===== src/rtl/axi_write_master_if.sv =====
// AXI4 write channel bundle (AW, W, B) between the write-back master and the slave.
// Master drives AW/W payload and bready; slave drives the ready/response side.
interface axi_write_master_if #(
    parameter int ADDR_WIDTH = 32,
    parameter int DATA_WIDTH = 32
);
    logic                    awvalid;
    logic                    awready;
    logic [ADDR_WIDTH-1:0]   awaddr;
    logic [7:0]              awlen;
    logic [2:0]              awsize;
    logic [1:0]              awburst;
    logic                    wvalid;
    logic                    wready;
    logic [DATA_WIDTH-1:0]   wdata;
    logic [DATA_WIDTH/8-1:0] wstrb;
    logic                    wlast;
    logic                    bvalid;
    logic                    bready;
    logic [1:0]              bresp;

    modport master (
        output awvalid, awaddr, awlen, awsize, awburst,
        output wvalid, wdata, wstrb, wlast,
        output bready,
        input  awready, wready, bvalid, bresp
    );

    modport slave (
        input  awvalid, awaddr, awlen, awsize, awburst,
        input  wvalid, wdata, wstrb, wlast,
        input  bready,
        output awready, wready, bvalid, bresp
    );
endinterface


===== src/rtl/axi_write_master.sv =====
// AXI4 INCR burst write-back master: one cache line per burst, AW -> W -> B.
// Define AXI_WRITE_AW_W_OVERLAP_EN to issue AW and W beats concurrently.
module axi_write_master #(
    parameter int         _REQ_DATA_WIDTH = 256,
    parameter logic [7:0] _AW_LEN         = 8'h7,
    parameter logic [2:0] _AW_SIZE        = 3'b010,
    parameter logic [1:0] _AW_BURST       = 2'b01,
    parameter int         ADDR_WIDTH      = 32,
    parameter int         AXI_DATA_WIDTH  = 32
) (
    input  logic                       clk,
    input  logic                       rst_n,
    input  logic                       write_req_valid,
    output logic                       write_req_ready,
    input  logic [ADDR_WIDTH-1:0]      write_addr,
    input  logic [_REQ_DATA_WIDTH-1:0] write_data,
    output logic                       write_resp_valid,
    output logic                       write_resp_err,
    axi_write_master_if.master         axi
);
    localparam int NBEATS = int'(_AW_LEN) + 1;
    localparam int BW     = (NBEATS > 1) ? $clog2(NBEATS) : 1;
    localparam int OFF    = $clog2(_REQ_DATA_WIDTH / 8);
    localparam logic [BW-1:0] LAST = BW'(_AW_LEN);

    generate
        if (_REQ_DATA_WIDTH != NBEATS * AXI_DATA_WIDTH) begin : g_width_check
            $error("axi_write_master: line width must equal beats * beat width");
        end
    endgenerate

`ifdef AXI_WRITE_AW_W_OVERLAP_EN
    typedef enum logic [1:0] {
        IDLE,
        ADDR_DATA,
        RESP
    } state_t;
`else
    typedef enum logic [1:0] {
        IDLE,
        ADDR,
        DATA,
        RESP
    } state_t;
`endif

    state_t state, state_nxt;
    logic [BW-1:0] beat_cnt, beat_nxt;
    logic [ADDR_WIDTH-1:0] addr_reg;
    logic [NBEATS-1:0][AXI_DATA_WIDTH-1:0] line_reg;
    logic load;
    logic aw_v;
    logic w_v;
    logic b_r;
    logic resp_v;
    logic last_beat;
`ifdef AXI_WRITE_AW_W_OVERLAP_EN
    logic aw_done, aw_done_nxt;
    logic w_done, w_done_nxt;
    logic aw_ok, w_ok;
`endif
    logic unused;

    assign last_beat = (beat_cnt == LAST);

    always_ff @(posedge clk or negedge rst_n) begin
        if (!rst_n) begin
            state    <= IDLE;
            beat_cnt <= '0;
            addr_reg <= '0;
            line_reg <= '0;
`ifdef AXI_WRITE_AW_W_OVERLAP_EN
            aw_done  <= 1'b0;
            w_done   <= 1'b0;
`endif
        end else begin
            state    <= state_nxt;
            beat_cnt <= beat_nxt;
`ifdef AXI_WRITE_AW_W_OVERLAP_EN
            aw_done  <= aw_done_nxt;
            w_done   <= w_done_nxt;
`endif
            if (load) begin
                addr_reg <= {write_addr[ADDR_WIDTH-1:OFF], {OFF{1'b0}}};
                line_reg <= write_data;
            end
        end
    end

    always_comb begin
        state_nxt = state;
        beat_nxt  = beat_cnt;
        load      = 1'b0;
        aw_v      = 1'b0;
        w_v       = 1'b0;
        b_r       = 1'b0;
        resp_v    = 1'b0;
`ifdef AXI_WRITE_AW_W_OVERLAP_EN
        aw_done_nxt = aw_done;
        w_done_nxt  = w_done;
        aw_ok       = 1'b0;
        w_ok        = 1'b0;
`endif
        unique case (state)
            IDLE: begin
                if (write_req_valid) begin
                    load = 1'b1;
`ifdef AXI_WRITE_AW_W_OVERLAP_EN
                    state_nxt = ADDR_DATA;
`else
                    state_nxt = ADDR;
`endif
                end
            end
`ifdef AXI_WRITE_AW_W_OVERLAP_EN
            ADDR_DATA: begin
                aw_v  = !aw_done;
                w_v   = !w_done;
                aw_ok = aw_done | (aw_v & axi.awready);
                w_ok  = w_done;
                if (w_v && axi.wready) begin
                    if (last_beat) begin
                        beat_nxt = '0;
                        w_ok     = 1'b1;
                    end else begin
                        beat_nxt = beat_cnt + 1'b1;
                    end
                end
                // AW and the last W may complete in either order
                if (aw_ok && w_ok) begin
                    state_nxt   = RESP;
                    aw_done_nxt = 1'b0;
                    w_done_nxt  = 1'b0;
                end else begin
                    aw_done_nxt = aw_ok;
                    w_done_nxt  = w_ok;
                end
            end
`else
            ADDR: begin
                aw_v = 1'b1;
                if (axi.awready) begin
                    state_nxt = DATA;
                end
            end
            DATA: begin
                w_v = 1'b1;
                if (axi.wready) begin
                    if (last_beat) begin
                        beat_nxt  = '0;
                        state_nxt = RESP;
                    end else begin
                        beat_nxt = beat_cnt + 1'b1;
                    end
                end
            end
`endif
            RESP: begin
                b_r = 1'b1;
                if (axi.bvalid) begin
                    resp_v    = 1'b1;
                    state_nxt = IDLE;
                end
            end
            default: state_nxt = IDLE;
        endcase
    end

    // gated so ready stays low while reset is held
    assign write_req_ready  = rst_n && (state == IDLE);
    assign write_resp_valid = resp_v;
    assign write_resp_err   = resp_v & axi.bresp[1];

    assign axi.awvalid = aw_v;
    assign axi.awaddr  = addr_reg;
    assign axi.awlen   = _AW_LEN;
    assign axi.awsize  = _AW_SIZE;
    assign axi.awburst = _AW_BURST;
    assign axi.wvalid  = w_v;
    assign axi.wdata   = line_reg[beat_cnt];
    assign axi.wstrb   = '1;
    assign axi.wlast   = w_v & last_beat;
    assign axi.bready  = b_r;

    assign unused = ^{write_addr[OFF-1:0], axi.bresp[0]};
endmodule


===== src/flat_wrapper.sv =====
// flat-port wrapper written by rule: the top's interface ports become plain ports
module axi_write_master_flat 
#(
    parameter int         _REQ_DATA_WIDTH = 256,
    parameter logic [7:0] _AW_LEN         = 8'h7,
    parameter logic [2:0] _AW_SIZE        = 3'b010,
    parameter logic [1:0] _AW_BURST       = 2'b01,
    parameter int         ADDR_WIDTH      = 32,
    parameter int         AXI_DATA_WIDTH  = 32
)
  (clk, rst_n, write_req_valid, write_req_ready, write_addr, write_data, write_resp_valid, write_resp_err, axi_awvalid, axi_awaddr, axi_awlen, axi_awsize, axi_awburst, axi_wvalid, axi_wdata, axi_wstrb, axi_wlast, axi_bready, axi_awready, axi_wready, axi_bvalid, axi_bresp);
  axi_write_master_if #(.ADDR_WIDTH(ADDR_WIDTH)) axi_i ();
  input  logic clk;
  input  logic rst_n;
  input  logic write_req_valid;
  output logic write_req_ready;
  input  logic [ADDR_WIDTH-1:0] write_addr;
  input  logic [_REQ_DATA_WIDTH-1:0] write_data;
  output logic write_resp_valid;
  output logic write_resp_err;
  output wire logic [$bits(axi_i.awvalid)-1:0] axi_awvalid;
  output wire logic [$bits(axi_i.awaddr)-1:0] axi_awaddr;
  output wire logic [$bits(axi_i.awlen)-1:0] axi_awlen;
  output wire logic [$bits(axi_i.awsize)-1:0] axi_awsize;
  output wire logic [$bits(axi_i.awburst)-1:0] axi_awburst;
  output wire logic [$bits(axi_i.wvalid)-1:0] axi_wvalid;
  output wire logic [$bits(axi_i.wdata)-1:0] axi_wdata;
  output wire logic [$bits(axi_i.wstrb)-1:0] axi_wstrb;
  output wire logic [$bits(axi_i.wlast)-1:0] axi_wlast;
  output wire logic [$bits(axi_i.bready)-1:0] axi_bready;
  input wire logic [$bits(axi_i.awready)-1:0] axi_awready;
  input wire logic [$bits(axi_i.wready)-1:0] axi_wready;
  input wire logic [$bits(axi_i.bvalid)-1:0] axi_bvalid;
  input wire logic [$bits(axi_i.bresp)-1:0] axi_bresp;
  assign axi_awvalid = axi_i.awvalid;
  assign axi_awaddr = axi_i.awaddr;
  assign axi_awlen = axi_i.awlen;
  assign axi_awsize = axi_i.awsize;
  assign axi_awburst = axi_i.awburst;
  assign axi_wvalid = axi_i.wvalid;
  assign axi_wdata = axi_i.wdata;
  assign axi_wstrb = axi_i.wstrb;
  assign axi_wlast = axi_i.wlast;
  assign axi_bready = axi_i.bready;
  assign axi_i.awready = axi_awready;
  assign axi_i.wready = axi_wready;
  assign axi_i.bvalid = axi_bvalid;
  assign axi_i.bresp = axi_bresp;
  axi_write_master #(._REQ_DATA_WIDTH(_REQ_DATA_WIDTH), ._AW_LEN(_AW_LEN), ._AW_SIZE(_AW_SIZE), ._AW_BURST(_AW_BURST), .ADDR_WIDTH(ADDR_WIDTH), .AXI_DATA_WIDTH(AXI_DATA_WIDTH)) u_core (.clk(clk), .rst_n(rst_n), .write_req_valid(write_req_valid), .write_req_ready(write_req_ready), .write_addr(write_addr), .write_data(write_data), .write_resp_valid(write_resp_valid), .write_resp_err(write_resp_err), .axi(axi_i));
endmodule

===== config.mk =====
export PLATFORM = sky130hd
export DESIGN_NAME = axi_write_master_flat
export DESIGN_NICKNAME = d
export VERILOG_FILES = /design/src/rtl/axi_write_master_if.sv /design/src/rtl/axi_write_master.sv /design/src/flat_wrapper.sv
export SDC_FILE = /design/constraint.sdc
export NUM_CORES = 1
export LEC_CHECK = 0
export BUFFER_PORTS_ARGS = -buffer_cell sky130_fd_sc_hd__buf_2
export CAP_MARGIN = 20
export CORE_MARGIN = 2
export CORE_UTILIZATION = 48
export CTS_BUF_LIST = sky130_fd_sc_hd__clkbuf_4 sky130_fd_sc_hd__clkbuf_8
export DETAILED_ROUTE_END_ITERATION = 7
export GPL_ROUTABILITY_DRIVEN = 0
export PLACE_DENSITY = 0.78
export SKIP_CTS_REPAIR_TIMING = 1
export SLEW_MARGIN = 20
export SYNTH_ARGS = -nofsm -noshare
export SYNTH_HDL_FRONTEND = slang
export SYNTH_SLANG_ARGS = --single-unit

===== constraint.sdc =====
create_clock -name clk -period 1.6 [get_ports clk]
set_input_delay 0.16 -clock clk [delete_from_list [all_inputs] [get_ports clk]]
set_output_delay 0.16 -clock clk [all_outputs]
set_load 0.05 [all_outputs]

==> results of run 1 <==
## worst max path at each step
stage                              startpoint             to  slack, ns  cells past startpoint
2_1_floorplan  u_core.beat_cnt[0]$_DFFE_PN0P_   axi_wdata[0]      -0.12                      4
3_3_place_gp   u_core.beat_cnt[0]$_DFFE_PN0P_  axi_wdata[25]      -0.32                      5
3_5_place_dp   u_core.beat_cnt[0]$_DFFE_PN0P_  axi_wdata[25]      -0.33                      5
4_1_cts        u_core.beat_cnt[0]$_DFFE_PN0P_  axi_wdata[27]      -0.94                      5
5_1_grt        u_core.beat_cnt[0]$_DFFE_PN0P_  axi_wdata[25]      -0.98                      5
6_report       u_core.beat_cnt[0]$_DFFE_PN0P_  axi_wdata[24]      -0.93                      5
## through the flow
step / power [W] / setup TNS (ns) / setup slack [ns]
after detailed placement: 0.0319 / -14.32 / -0.328
after floorplan: 0.0273 / -3.99 / -0.122
after global routing: 0.0491 / -93.64 / -0.985
after global placement: 0.0313 / -10.0 / -0.323
final: 0.0475 / -76.84 / -0.933
after CTS: 0.0390 / -41.93 / -0.937
## cell type report
class | count | area (um^2)
diodes | 5 | 12.5
clock buffers | 81 | 1050
clock inverters | 2 | 10.0
fillers | 1154 | 4400
inverters | 6 | 22.5
multi-input cells | 429 | 6510
flip-flops and latches | 288 | 7220
well taps | 335 | 419
repair buffers | 744 | 6570
## report_power, final
part,internal [W],switching (W)
combinational,0.0142,0.0122
sequential,0.0111,0.00275
clock,0.00408,0.00313
## worst max-delay path, cell delays in order (launching register included)
cell and delay (ns):
dfrtp_4 0.44, buf_12 0.18, buf_4 0.17, mux4_2 0.52, mux2_4 0.27, buf_2 0.22
## metal layers
layer,vias to the layer above,wire length [um],global-route usage
li1,4304,-,-
met1,5453,17900,0.271
met2,530,25800,0.358
met3,151,2770,0.0571
met4,0,2170,0.0775
met5,-,0,0
## cell usage in the layout (no fill, tap or decap), drive strengths merged, types with 3 or more instances in the layout
| master | instances |
|---|---|
| nand2 | 4 |
| conb | 22 |
| ha | 8 |
| dfrtp | 288 |
| clkbuf | 107 |
| inv | 6 |
| diode | 5 |
| and2 | 3 |
| mux4 | 64 |
| mux2 | 317 |
| dlygate4sd3 | 284 |
| buf | 434 |
## cell families after synthesis
logic type / synth area share
other: 0.000583
AND/OR/NAND/NOR: 0.00486
adder cells (fa/ha/maj): 0.00778
flip-flops: 0.560
buffers and inverters: 0.0350
multiplexers: 0.390
AO/OA/AOI/OAI: 0.00194
==> results_dict.tcl, run 1 <==
set metrics [dict create \
    core_area_um2 26200 \
    hold_end "u_core.beat_cnt[1]$_DFFE_PN0P_" \
    antenna_found_initial 4 \
    final_nets 1820 \
    p_per_area_nw_per_um2 2180 \
    wl_um 48600 \
    io_buffers 355 \
    criticalPathCategory "reg2out" \
    synth_edf_count 0 \
    fin_skew_ns 0.0182 \
    rsz0062_at_grt "yes" \
    yosysTopAreaCellShare 0.560 \
    cts_tree "done" \
    cts_buffers 47 \
    grt_max_degree 119 \
    num_rows 59 \
    syn2layout_area_growth_pct 69.4 \
    fmax_ghz 0.395 \
    dp_hpwl_um 22300 \
    setup_viol 324 \
    ff2ff_setup_slack_ns -0.30 \
    hold_start "axi_wready" \
    grt_overflow 0 \
    seq_area_frac_synth 0.560 \
    wire_per_inst_um 25.7 \
    dieWidth_um 168 \
    worstPathArrival_ns 2.37 \
    drc 0 \
    grt_pass1_wl_um 47300 \
    synth_flop_cell "dfrtp_1" \
    holdCritPathClass "in2reg" \
    initial_core_util 0.491 \
    tightestPinTransition_ns 0.642 \
    drive_gt1_frac 0.597 \
    synth.most_common_cell "dfrtp_1" \
    slew_viol_final 0 \
    status "complete, but fails checks" \
    timing.final.crit_share 1.58 \
    dr.pass1.iters 5 \
    clk_pin_slew_ns 0.06 \
    yosysUniqueCellTypes 22 \
    grt_use_total 0.214 \
    syn-cell-area_um2 12900 \
    cp_data_required_time_ns 1.44 \
    grt_pass1_vias 8911 \
    design_area_um2 21800 \
    timing.rr.start "u_core.beat_cnt[0]$_DFFE_PN0P_" \
    yosysTopAreaCell "dfrtp_1" \
    worst-path-max-fanout 12 \
    whs_path_depth 3 \
    clock-root-buffer "clkbuf_8" \
    clkLatencyLatePin_ns 0.55 \
    vias_per_cell 5.52 \
    cts_buffer_depth 3 \
    placed_area_um2 15600 \
    max_cap_viol_count 0 \
    placedCellCount 1465 \
    io_pins 384 \
    worst_slack_ns -0.933 \
    slew_headroom 0.572 \
    die_h_um 168 \
    hold_viol 0 \
    syn-instance-count 773 \
    worstRegToRegCells 6 \
    detail-route-antenna-nets 0 \
    irDropWorstVdd_v 0.00186 \
    cts.sink_count 288 \
    final_util 0.832 \
    finalNonFillerCells 1890 \
    dr.first_iter.drc_count 615 \
    ys_async_sr_fraction 1.00 \
    dieArea_um2 28100 \
    yosysWarnings 0 \
    holdWs_ns 0.0648 \
    vias 10438 \
    p_leak_nw 11.0 \
    largest_reg_flops 256 \
    violations "negative setup slack" \
    netlist_top_cells_area "dfrtp_1 56%, mux2_1 24%, mux4_2 11%" \
    endpoint_kind "primary output" \
    syn_avg_cell_area_um2 16.7 \
    synthTopCellsByCount "288 x dfrtp_1, 274 x mux2_1, 64 x mux4_2, 43 x mux2_2, 33 x buf_2" \
    cp-start-kind "flip-flop" \
    period_needed_ns 2.53 \
    ys_ff_latch 288 \
    worstReg2RegEnd "u_core.state[1]$_DFFE_PN0P_" \
    htreeDepth 2 \
]
Note: power is estimated with default switching activity, not from simulation.
==> inputs of run 2 (changes only) <==
--- a/config.mk
+++ b/config.mk
@@ -7,6 +7,7 @@
 export LEC_CHECK = 0
 export BUFFER_PORTS_ARGS = -buffer_cell sky130_fd_sc_hd__buf_2
 export CAP_MARGIN = 20
+export CORE_ASPECT_RATIO = 0.8
 export CORE_MARGIN = 2
 export CORE_UTILIZATION = 48
 export CTS_BUF_LIST = sky130_fd_sc_hd__clkbuf_4 sky130_fd_sc_hd__clkbuf_8
==> run 2 against run 1 <==
Net effect: the run still ends with negative setup slack left; routed wire length up 3.5%; total power is 0.55% higher; sequential power is essentially flat; combinational power barely moved; clock power down 1%; non-clock buffer count is 9 lower; sequential share of layout area increased by 0.14 points; global-route usage increased by 1.4 points; utilization decreased by 0.72 points; register-to-register slack better by 0.04 ns; maximum frequency is essentially flat; critical path type unchanged; largest power group unchanged.
==> results_dict.tcl, run 2 (same netlist as run 1, synthesis figures left out) <==
set metrics [dict create \
    max_cap_viol_count 0 \
    hold_viol 0 \
    p_seq_frac 0.290 \
    clkLatencyLatePin_ns 0.58 \
    layout_common_cells "331 x buf_2, 285 x mux2_4, 285 x dlygate4sd3_1, 285 x dfrtp_1, 64 x mux4_2" \
    wire_per_inst_um 26.4 \
    cts_tree "done" \
    initial_core_util 0.489 \
    dp_hpwl_um 23100 \
    design_area_um2 21700 \
    criticalPathCategory "reg2out" \
    holdCritPathClass "in2reg" \
    syn2layout_area_growth_pct 68.7 \
    cts_buffer_depth 3 \
    grt_max_degree 67 \
    fill_cells 1234 \
    antenna_found_initial 6 \
    grt_overflow 0 \
    largest_reg_flops 256 \
    dr.pass1.iters 5 \
    num_rows 53 \
    p_comb_frac 0.560 \
    grt_pass1_wl_um 49600 \
    p_leak_nw 10.8 \
    vias 10550 \
    endpoint_kind "primary output" \
    irDropWorstVdd_v 0.00172 \
    io_buffers 355 \
    detail-route-antenna-nets 0 \
    clk_pin_slew_ns 0.06 \
    netSwitchingFraction 0.386 \
    period_needed_ns 2.53 \
    htreeDepth 2 \
    cp-start-kind "flip-flop" \
    worst-path-max-fanout 11 \
    rsz0062_at_grt "yes" \
    dpl_worst_slack_ns -0.384 \
    holdWs_ns 0.0330 \
    final_nets 1811 \
    timing.final.crit_share 1.58 \
    p_clk_frac 0.149 \
    grt_use_total 0.228 \
    dr.first_iter.drc_count 539 \
    io_pins 384 \
    worstPathArrival_ns 2.37 \
    setup_viol 325 \
    core_area_um2 26300 \
    cts.sink_count 288 \
    power.internal_w 0.0294 \
    grt_pass1_vias 9148 \
    vias_per_cell 5.53 \
    fin_skew_ns 0.0176 \
    slew_viol_final 0 \
    dieArea_um2 28200 \
    dieWidth_um 187 \
    violations "negative setup slack" \
    wl_um 50300 \
    placed_area_um2 15600 \
    clock-root-buffer "clkbuf_8" \
    cp_data_required_time_ns 1.44 \
    layout_commonest_cell "buf_2" \
    worst_slack_ns -0.931 \
    drive_gt1_frac 0.583 \
    cts_buffers 47 \
    drc 0 \
    fmax_ghz 0.395 \
    totalPowerFinal_w 0.0478 \
    die_h_um 150 \
    p_per_area_nw_per_um2 2200 \
    switchingPower_w 0.0184 \
    status "complete, but fails checks" \
]
-- run 2: cell types whose count changed in the layout (fill, tap and decap cells not counted), sizes merged, moves of 2 or more --
cell	previous run	this run
clkbuf	107	101
bufinv	0	2
buf	434	423
diode	5	8
clkinv	2	6
-- run 2: final cells by class --
cell class,instances,area [um^2],area share
flip-flops and latches,288,7220,0.332
repair buffers,735,6540,0.301
multi-input cells,429,6460,0.298
clock buffers,74,900,0.0414
well taps,357,447,0.0206
clock inverters,10,106,0.00490
inverters,6,25.0,0.00115
diodes,8,20.0,0.000922
-- run 2: power groups by stage --
stage | Combinational [W] | Clock [W] | Sequential [W]
after floorplan | 0.0137 | 0 | 0.0136
after global placement | 0.0183 | 0 | 0.0130
after detailed placement | 0.0187 | 0 | 0.0132
after CTS | 0.0188 | 0.00695 | 0.0131
after global routing | 0.0277 | 0.00754 | 0.0141
final | 0.0268 | 0.00713 | 0.0139
-- run 2: stage by stage --
stage                      util  setup TNS, ns  instances
final                     0.825         -85.75       1907
after global routing      0.825         -90.74       1905
after CTS                 0.630         -47.66       1565
after detailed placement  0.592         -23.70       1481
after global placement    0.592         -15.98       1481
after floorplan               -          -3.99        793
-- run 2: worst max-delay path, stage by stage (launching register included) --
cell	delay, ns
dfrtp_4	0.45
buf_12	0.16
buf_4	0.17
mux4_2	0.51
mux2_4	0.28
buf_2	0.21
-- run 2: per-layer routing --
layer / part of all wire / track usage / vias to the layer above
li1: - / - / 4292
met1: 0.37 / 0.295 / 5423
met2: 0.51 / 0.375 / 637
met3: 0.067 / 0.0695 / 198
met4: 0.050 / 0.0683 / 0
met5: 0 / 0 / -
-- run 2: final timing paths --
kind                                                   from                                end  slack (ns)  cells after the start
min in group asynchronous                             rst_n  u_core.axi.awaddr[19]$_DFFE_PN0P_        0.04                      2
max reg2reg                     u_core.state[1]$_DFFE_PN0P_    u_core.line_reg[43]$_DFFE_PN0P_       -0.26                      8
min                                         write_req_valid   u_core.line_reg[207]$_DFFE_PN0P_        0.03                      3
min reg2reg                u_core.line_reg[175]$_DFFE_PN0P_   u_core.line_reg[175]$_DFFE_PN0P_        0.50                      1
max                          u_core.beat_cnt[0]$_DFFE_PN0P_                       axi_wdata[5]       -0.93                      5
max in group asynchronous                             rst_n   u_core.line_reg[225]$_DFFE_PN0P_        0.67                      4
